<file path="src/rtl/cla_pkg.sv">
// Shared types and sizing helpers for the pipelined CLA adder/subtractor.
package cla_pkg;

  typedef enum logic {
    OP_ADD = 1'b0,
    OP_SUB = 1'b1
  } op_e;

  // Number of lookahead groups across a w-bit slice.
  function automatic int NGROUPS(input int w, input int g);
    return w / g;
  endfunction

  // Bits handled by each pipeline stage.
  function automatic int SLICE_W(input int w, input int s);
    return w / s;
  endfunction

endpackage

</file>
<file path="src/rtl/cla_group.sv">
// One GROUP_W-bit carry-lookahead group: full lookahead on the internal
// carries, plus group propagate/generate for the next lookahead level.
module cla_group #(
  parameter int GROUP_W = 4
) (
  input  logic [GROUP_W-1:0] a,
  input  logic [GROUP_W-1:0] b,
  input  logic               cin,
  output logic [GROUP_W-1:0] s,
  output logic               p,
  output logic               g,
  output logic               cout
);

  logic [GROUP_W-1:0] pi, gi;
  logic [GROUP_W:0]   c;
  logic               pp, gacc;

  assign pi = a ^ b;
  assign gi = a & b;

  // Each carry is a flat sum of products of bit P/G and cin (no ripple);
  // the last pass also yields the group P and G.
  always_comb begin
    c    = '0;
    p    = 1'b0;
    g    = 1'b0;
    pp   = 1'b1;
    gacc = 1'b0;
    c[0] = cin;
    for (int i = 1; i <= GROUP_W; i++) begin
      pp   = 1'b1;
      gacc = 1'b0;
      for (int j = i - 1; j >= 0; j--) begin
        gacc = gacc | (pp & gi[j]);
        pp   = pp & pi[j];
      end
      c[i] = gacc | (pp & cin);
      if (i == GROUP_W) begin
        p = pp;
        g = gacc;
      end
    end
  end

  assign s    = pi ^ c[GROUP_W-1:0];
  assign cout = c[GROUP_W];

endmodule

</file>
<file path="src/rtl/cla_pipe_addsub.sv">
// Pipelined signed add/sub. Each stage resolves one WIDTH/STAGES slice with
// lookahead groups and hands its carry, the partial sum and the untouched
// operand bits to the next stage. The result is one bit wider than the
// operands, so it never overflows.
module cla_pipe_addsub
  import cla_pkg::*;
#(
  parameter int WIDTH   = 16,
  parameter int GROUP_W = 4,
  parameter int STAGES  = 2,
  parameter int TAG_W   = 4
) (
  input  logic             clk,
  input  logic             rst_n,
  input  logic             in_valid,
  output logic             in_ready,
  input  logic [WIDTH-1:0] in_a,
  input  logic [WIDTH-1:0] in_b,
  input  op_e              in_op,
  input  logic             in_cin,
  input  logic [TAG_W-1:0] in_tag,
  output logic             out_valid,
  input  logic             out_ready,
  output logic [WIDTH:0]   out_sum,
  output logic [TAG_W-1:0] out_tag
);

  // WIDTH must be a multiple of GROUP_W*STAGES.
  localparam int SW = SLICE_W(WIDTH, STAGES);
  localparam int NG = NGROUPS(SW, GROUP_W);

  logic              en;
  logic [STAGES-1:0] vld_pipe;
  logic [WIDTH-1:0]  b_x;
  logic              c0;

  // The whole pipe moves in lockstep; it freezes only when the output slot
  // is occupied and not being taken, so nothing is lost or duplicated.
  assign out_valid = vld_pipe[STAGES-1];
  assign en        = !out_valid || out_ready;
  assign in_ready  = en;

  // Subtraction is A + ~B + ~cin.
  assign b_x = (in_op == OP_SUB) ? ~in_b : in_b;
  assign c0  = (in_op == OP_SUB) ? ~in_cin : in_cin;

  // Valid shift register; stage 0 loads the accepted beat.
  always_ff @(posedge clk or negedge rst_n) begin
    if (!rst_n) begin
      vld_pipe <= '0;
    end else if (en) begin
      vld_pipe[0] <= in_valid;
      for (int s = 1; s < STAGES; s++) vld_pipe[s] <= vld_pipe[s-1];
    end
  end

  for (genvar s = 0; s < STAGES; s++) begin : stg
    localparam int LO   = s * SW;
    localparam int REM  = WIDTH - LO;
    localparam bit LAST = (s == STAGES - 1);
    localparam int SQW  = LAST ? WIDTH + 1 : LO + SW;

    logic [REM-1:0]   a_i, b_i;
    logic             c_i;
    logic [TAG_W-1:0] t_i, tag_q;
    logic [NG-1:0]    gp, gg, co;
    logic [NG:0]      cg;
    logic [SW-1:0]    sl;
    logic [SQW-1:0]   sum_n, sum_q;
    logic             gpp, gacc;

    // Stage inputs: the port for stage 0, the previous stage's registers otherwise.
    if (s == 0) begin : g_src
      assign a_i = in_a;
      assign b_i = b_x;
      assign c_i = c0;
      assign t_i = in_tag;
    end else begin : g_src
      assign a_i = stg[s-1].g_hold.a_q;
      assign b_i = stg[s-1].g_hold.b_q;
      assign c_i = stg[s-1].g_hold.c_q;
      assign t_i = stg[s-1].tag_q;
    end

    for (genvar k = 0; k < NG; k++) begin : grp
      cla_group #(.GROUP_W(GROUP_W)) u_grp (
        .a    (a_i[k*GROUP_W +: GROUP_W]),
        .b    (b_i[k*GROUP_W +: GROUP_W]),
        .cin  (cg[k]),
        .s    (sl[k*GROUP_W +: GROUP_W]),
        .p    (gp[k]),
        .g    (gg[k]),
        .cout (co[k])
      );
    end

    // Second lookahead level: carry into every group from group P/G.
    always_comb begin
      cg    = '0;
      gpp   = 1'b1;
      gacc  = 1'b0;
      cg[0] = c_i;
      for (int k = 1; k <= NG; k++) begin
        gpp  = 1'b1;
        gacc = 1'b0;
        for (int j = k - 1; j >= 0; j--) begin
          gacc = gacc | (gpp & gg[j]);
          gpp  = gpp & gp[j];
        end
        cg[k] = gacc | (gpp & c_i);
      end
    end

    // A group's own carry-out must agree with the lookahead carry above it.
    always @(negedge clk) begin
      if (rst_n) assert (co == cg[NG:1]);
    end

    // Partial sum grows by one slice per stage; the last stage adds the
    // sign-extension bit a'[W-1] ^ b'[W-1] ^ C[W].
    if (LAST && s == 0) begin : g_sum
      assign sum_n = {a_i[REM-1] ^ b_i[REM-1] ^ cg[NG], sl};
    end else if (LAST) begin : g_sum
      assign sum_n = {a_i[REM-1] ^ b_i[REM-1] ^ cg[NG], sl, stg[s-1].sum_q};
    end else if (s == 0) begin : g_sum
      assign sum_n = sl;
    end else begin : g_sum
      assign sum_n = {sl, stg[s-1].sum_q};
    end

    // Non-final stages also carry the unconsumed operand bits and the carry.
    if (!LAST) begin : g_hold
      logic [REM-SW-1:0] a_q, b_q;
      logic              c_q;

      // Operand/carry hand-off to the next slice.
      always_ff @(posedge clk or negedge rst_n) begin
        if (!rst_n) begin
          a_q <= '0;
          b_q <= '0;
          c_q <= 1'b0;
        end else if (en) begin
          a_q <= a_i[REM-1:SW];
          b_q <= b_i[REM-1:SW];
          c_q <= cg[NG];
        end
      end
    end

    // Partial sum and tag register for this stage.
    always_ff @(posedge clk or negedge rst_n) begin
      if (!rst_n) begin
        sum_q <= '0;
        tag_q <= '0;
      end else if (en) begin
        sum_q <= sum_n;
        tag_q <= t_i;
      end
    end
  end

  assign out_sum = stg[STAGES-1].sum_q;
  assign out_tag = stg[STAGES-1].tag_q;

endmodule

</file>
<file path="config.mk">
export PLATFORM = sky130hd
export DESIGN_NAME = cla_pipe_addsub
export DESIGN_NICKNAME = d
export VERILOG_FILES = /design/src/rtl/cla_pkg.sv /design/src/rtl/cla_group.sv /design/src/rtl/cla_pipe_addsub.sv
export SDC_FILE = /design/constraint.sdc
export NUM_CORES = 1
export LEC_CHECK = 0
export CORE_MARGIN = 1
export CORE_UTILIZATION = 40
export DETAILED_ROUTE_END_ITERATION = 12
export DONT_BUFFER_PORTS = 1
export PLACE_DENSITY_LB_ADDON = 0.15
export SETUP_SLACK_MARGIN = 0.3
export SYNTH_ARGS = -nofsm -noshare
export SYNTH_HDL_FRONTEND = slang
export SYNTH_SLANG_ARGS = --single-unit
</file>
<file path="constraint.sdc">
create_clock -name clk -period 1.7 [get_ports clk]
set_input_delay 0.17 -clock clk [delete_from_list [all_inputs] [get_ports clk]]
set_output_delay 0.17 -clock clk [all_outputs]
set_load 0.05 [all_outputs]
</file>
# Yosys cells after proc, flatten, opt, wreduce, memory -nomap -nowiden
# Cells that the tools add are included.
# totals
ff_bits,52
out_inout_bits,23
in_bits,42
# op_classes
reduce_logical,2
mux,2
bitwise,126
# ops
operator,count
bitwise AND 1 bit,68
bitwise OR 1 bit,42
bitwise XOR 4 bit,8
bitwise AND 4 bit,4
2-to-1 mux 16 bit,1
NOT 16 bit,1
bitwise XOR 1 bit,2
logical NOT 1 bit,1
logical OR 1 bit,1
2-to-1 mux 1 bit,1
NOT 1 bit,1

# Longest topological paths before layout
# depth
depth_word,11
depth_mapped,10
depth_no_buf,8

# Hierarchy
# A second synthesis with hierarchy kept.
# unflattened
hier_cells,237
area_unflattened_um2,2894.0
# modules_own_cells
mod,seq_area_each_um2,n_inst,area_each_um2,cells_each
cla_pipe_addsub,1301.2,1,2174.6,148
cla_group at stg[1].grp[0].u_grp,0.0,1,193.9,22
cla_group at stg[0].grp[1].u_grp,0.0,1,186.4,22
cla_group at stg[0].grp[0].u_grp,0.0,1,173.9,24
cla_group at stg[1].grp[1].u_grp,0.0,1,165.2,21

# Least setup slack after synthesis
# OpenSTA, ideal clock, no wires.
# synth_timing
path_kind,input -> register
startpoint,input port in_op
endpoint,register stg[0].g_hold.c_q
arrival_ps,2051
cell_stages,9
setup_ps,124
setup_slack_ps,-475
required_ps,1576
cell_sequence,buf_6 > buf_2 > xor2_1 > ha_1 > a21oi_1 > nor2_1 > o41a_1 > o21a_1 > o31a_1
# synth_via
elab_chain_len,9
# synth_lines
item,line,text
"start, declared",cla_pipe_addsub.sv:19,"input op_e in_op,"
2-to-1 mux 16 bit,cla_pipe_addsub.sv:44,assign b_x = (in_op == OP_SUB) ? ~in_b : in_b;
bitwise XOR 4 bit or bitwise AND 4 bit (tied branches),"cla_group.sv:19, cla_group.sv:20",
bitwise AND 1 bit (on tied branches),"cla_group.sv:35, cla_group.sv:36",
"bitwise OR 1 bit, or another cell as far along",cla_group.sv:35,gacc = gacc | (pp & gi[j]);
bitwise OR 1 bit or bitwise AND 1 bit (tied branches),cla_group.sv:35,
bitwise OR 1 bit,cla_group.sv:35,
bitwise AND 1 bit,cla_pipe_addsub.sv:107,gacc = gacc | (gpp & gg[j]);
bitwise OR 1 bit,cla_pipe_addsub.sv:107,
bitwise OR 1 bit (*),cla_pipe_addsub.sv:110,cg[k] = gacc | (gpp & c_i);
"end signal, assigned",cla_pipe_addsub.sv:145,c_q <= cg[NG];
"end, declared",cla_pipe_addsub.sv:134,logic c_q;
# Every way passes the cells marked *; elsewhere a longest branch is shown, timed or not.
# A chain may end at the register's enable or synchronous reset.

# Final worst setup path
# layout_timing
startpoint,register stg[0].g_hold.b_q[2]
endpoint,"register stg[1].sum_q[12], in the netlist out_sum[12]"
# layout_via
elab_chain_len,7
# layout_lines
item,line,text
"start, declared",cla_pipe_addsub.sv:133,"logic [REM-SW-1:0] a_q, b_q;"
"start signal, assigned",cla_pipe_addsub.sv:144,b_q <= b_i[REM-1:SW];
bitwise AND 4 bit or bitwise XOR 4 bit (tied branches),"cla_group.sv:20, cla_group.sv:19",
bitwise AND 1 bit (on tied branches),"cla_group.sv:35, cla_group.sv:36",
"bitwise OR 1 bit, or another cell as far along (2 in series)",cla_group.sv:35,
bitwise OR 1 bit or bitwise AND 1 bit (tied branches),n/a,
bitwise OR 1 bit (*),n/a,
bitwise XOR 4 bit (*),cla_group.sv:46,assign s = pi ^ c[GROUP_W-1:0];
named net stg[1].grp[1].u_grp.s[0],cla_group.sv:9,"output logic [GROUP_W-1:0] s,"
"end signal, assigned",cla_pipe_addsub.sv:156,sum_q <= sum_n;
"end, declared",cla_pipe_addsub.sv:69,"logic [SQW-1:0] sum_n, sum_q;"
# The timed path passes the listed nets; every way through them passes the cells marked *.

==> flow_summary.json <==
{
  "status": "complete, but fails checks",
  "violations": "negative hold slack, negative setup slack",
  "start_util": 0.418,
  "ctsLongestPathBuffers": 2,
  "fmax_mhz": 556,
  "hp-class": "in2async",
  "avgViaCountPerCell": 4.93,
  "setup_viol": 4,
  "n_antenna_cell": 0,
  "port_buffers": 0,
  "area_growth_pct": 26.6,
  "cp_max_fo": 4,
  "place.gp.congestion": 0.706,
  "clock_latency_ns": 0.30,
  "htreeDepth": 2,
  "layout-drive-gt1-share": 0.197,
  "cts_tree": "yes",
  "grt_antenna_before_repair": 0,
  "cts_hold_buf": 13,
  "drcViolationCount": 0,
  "ys.warnings.count": 0,
  "io-pin-count": 65,
  "grt_pass1_vias": 1969,
  "worstRegToRegCells": 7,
  "maxSlewViolCount": 0,
  "grt-ovfl-total": 0,
  "cts.sink_count": 52,
  "die_w_um": 83.7,
  "numCtsBuffers": 5,
  "cts_root_buffer": "clkbuf_8",
  "wl_mm": 5.39,
  "hold-worst-slack_ns": -0.445,
  "tns_ns": -0.249,
  "vdd_drop_max_uv": 654,
  "cp_data_required_time_ns": 1.94,
  "grt_use_total": 0.163,
  "fin_area_mm2": 0.00338,
  "syn_nets": 345,
  "utilization": 0.530,
  "cap_violations": 0,
  "fin_ws_ns": -0.0994,
  "placedInstanceArea_mm2": 0.00290,
  "p_leak_nw": 1.57,
  "synth_cell_types": 32,
  "cp-end-kind": "flip-flop",
  "ys_seq_area_frac": 0.487,
  "hold_viol": 52,
  "drtIter0Drc": 76,
  "rsz0062_at_grt": "yes",
  "post-route-period-util": 1.06,
  "totalPowerFinal_mw": 4.52,
  "clk_pin_slew_ns": 0.09,
  "slew_headroom": 0.665,
  "grt_pass1_wl_mm": 9.22,
  "grt_max_degree": 53,
  "worstPathArrival_ns": 2.04,
  "syn_inst": 283,
  "fin_nets": 376,
  "syn_area_per_cell_um2": 9.44,
  "detail-route-antenna-nets": 0,
  "fin_crit_ns": 1.80,
  "power.density_mw_per_mm2": 1340,
  "fp.dieH_um": 83.7,
  "firstDrtPassIters": 4,
  "wl_per_cell_um": 13.8,
  "num_rows": 29,
  "place_hpwl_mm": 3.76,
  "finClkSkew_ns": 0.00661,
  "synth-seq-cells": 52,
  "critical_path_class": "reg2reg",
  "num_vias": 1931,
  "synth_area_mm2": 0.00267,
  "dieArea_mm2": 0.00701,
  "coreArea_mm2": 0.00639,
  "start_kind": "flip-flop",
  "worst_pin_slew_ns": 0.502
}
worst paths after layout:
check                                      from              endpoint  slack [ns]
max in group asynchronous                 rst_n           vld_pipe[1]        2.03
hold reg to reg                     vld_pipe[0]           vld_pipe[1]        0.47
setup reg to reg           stg[0].g_hold.b_q[2]           out_sum[12]        -0.1
setup / recovery           stg[0].g_hold.b_q[2]           out_sum[12]        -0.1
min in group clk                       in_b[13]  stg[0].g_hold.b_q[5]        0.05
hold / removal                            rst_n  stg[0].g_hold.a_q[5]       -0.44
kinds of logic (layout without fill, tap and decap cells):
group | after synthesis | count (layout) | share of synthesized area
buffers and inverters | 24 | 56 | 0.0375
adders and majority gates | 20 | 20 | 0.105
xor gates and xnor gates | 26 | 26 | 0.0923
and+or+nand+nor | 115 | 115 | 0.169
DFF | 52 | 52 | 0.487
AOI/OAI and AO/OA | 45 | 45 | 0.105
muxes | 1 | 1 | 0.00422
state kept, by name, summed over array words and instances (netlist names):
| register | cells |
|---|---|
| stg.tag_q | 4 |
| stg.g_hold.b_q | 8 |
| vld_pipe | 2 |
| stg.sum_q | 8 |
| out_sum | 17 |
| stg.g_hold.c_q | 1 |
| out_tag | 4 |
| stg.g_hold.a_q | 8 |
stage by stage:
stage	cells	worst slack, ns
after detailed placement	364	-0.174
after global placement	364	-0.133
after floorplan	283	-0.360
after CTS	389	-0.107
final	392	-0.0994
after global routing	392	-0.209
worst max-delay path, cell delays in order (launching register included):
cell and delay [ns]:
dfrtp_1 0.42, ha_4 0.26, a21o_1 0.17, a21oi_2 0.16
nand2_1 0.11, fa_2 0.53, nand2_1 0.05, nand2_1 0.05
cell usage in the layout (no fill, tap or decap), types with 9 or more instances in the layout:
master,count
buf_4,16
dfrtp_1,51
dlygate4sd3_1,13
ha_1,12
inv_1,9
nand2_1,92
nor2_1,11
o21ai_0,10
xnor2_1,9
xor2_1,12
layer usage:
layer | share of wire | vias to the layer above | global-route usage | routed length, um
met3 | 0.053 | 6 | 0.0396 | 288
met2 | 0.49 | 47 | 0.282 | 2620
li1 | - | 973 | - | -
met5 | 0 | - | 0 | 0
met4 | 0.011 | 0 | 0.0462 | 61
met1 | 0.45 | 905 | 0.202 | 2420
synth_stat cells, drive strengths merged:
cell	count	area share
nand4	1	0.0023
a21oi	13	0.024
fa	4	0.030
o31a	2	0.0066
o41a	1	0.0042
clkbuf	10	0.014
o21a	4	0.011
inv	11	0.015
a31o	1	0.0033
nor2	13	0.018
mux2	1	0.0042
buf	3	0.0080
nand2	94	0.13
nor3	2	0.0037
xnor2	11	0.043
o31ai	3	0.012
a31oi	3	0.0070
nand4b	1	0.0033
o21ai	15	0.028
a21o	2	0.0056
nor2b	1	0.0023
nand2b	2	0.0047
xor2	15	0.049
dfrtp	52	0.49
ha	16	0.075
nand3	1	0.0019
o21bai	1	0.0028
cell type report:
class	count	area (um^2)
clock buffer	6	72.6
clock inverter	2	35.0
fill	577	3000
inverter	11	43.8
multi-input combinational	207	1470
sequential	52	1300
tap	77	96.3
timing repair buffer	37	358
timing repair:
item	CTS	global route
resized for setup	18	17
pin swaps	8	14
setup endpoints to repair	13	13
endpoints found under the hold margin	65	52
setup buffers	4	3
where the power goes:
group | leakage (nW) | switching [mW] | internal [mW] | total (mW)
combinational | 0.897 | 0.626 | 0.655 | 1.28
clock | 0.0552 | 0.401 | 0.438 | 0.838
sequential | 0.615 | 0.850 | 1.55 | 2.40
No activity file was read; power rests on OpenSTA's default activity.
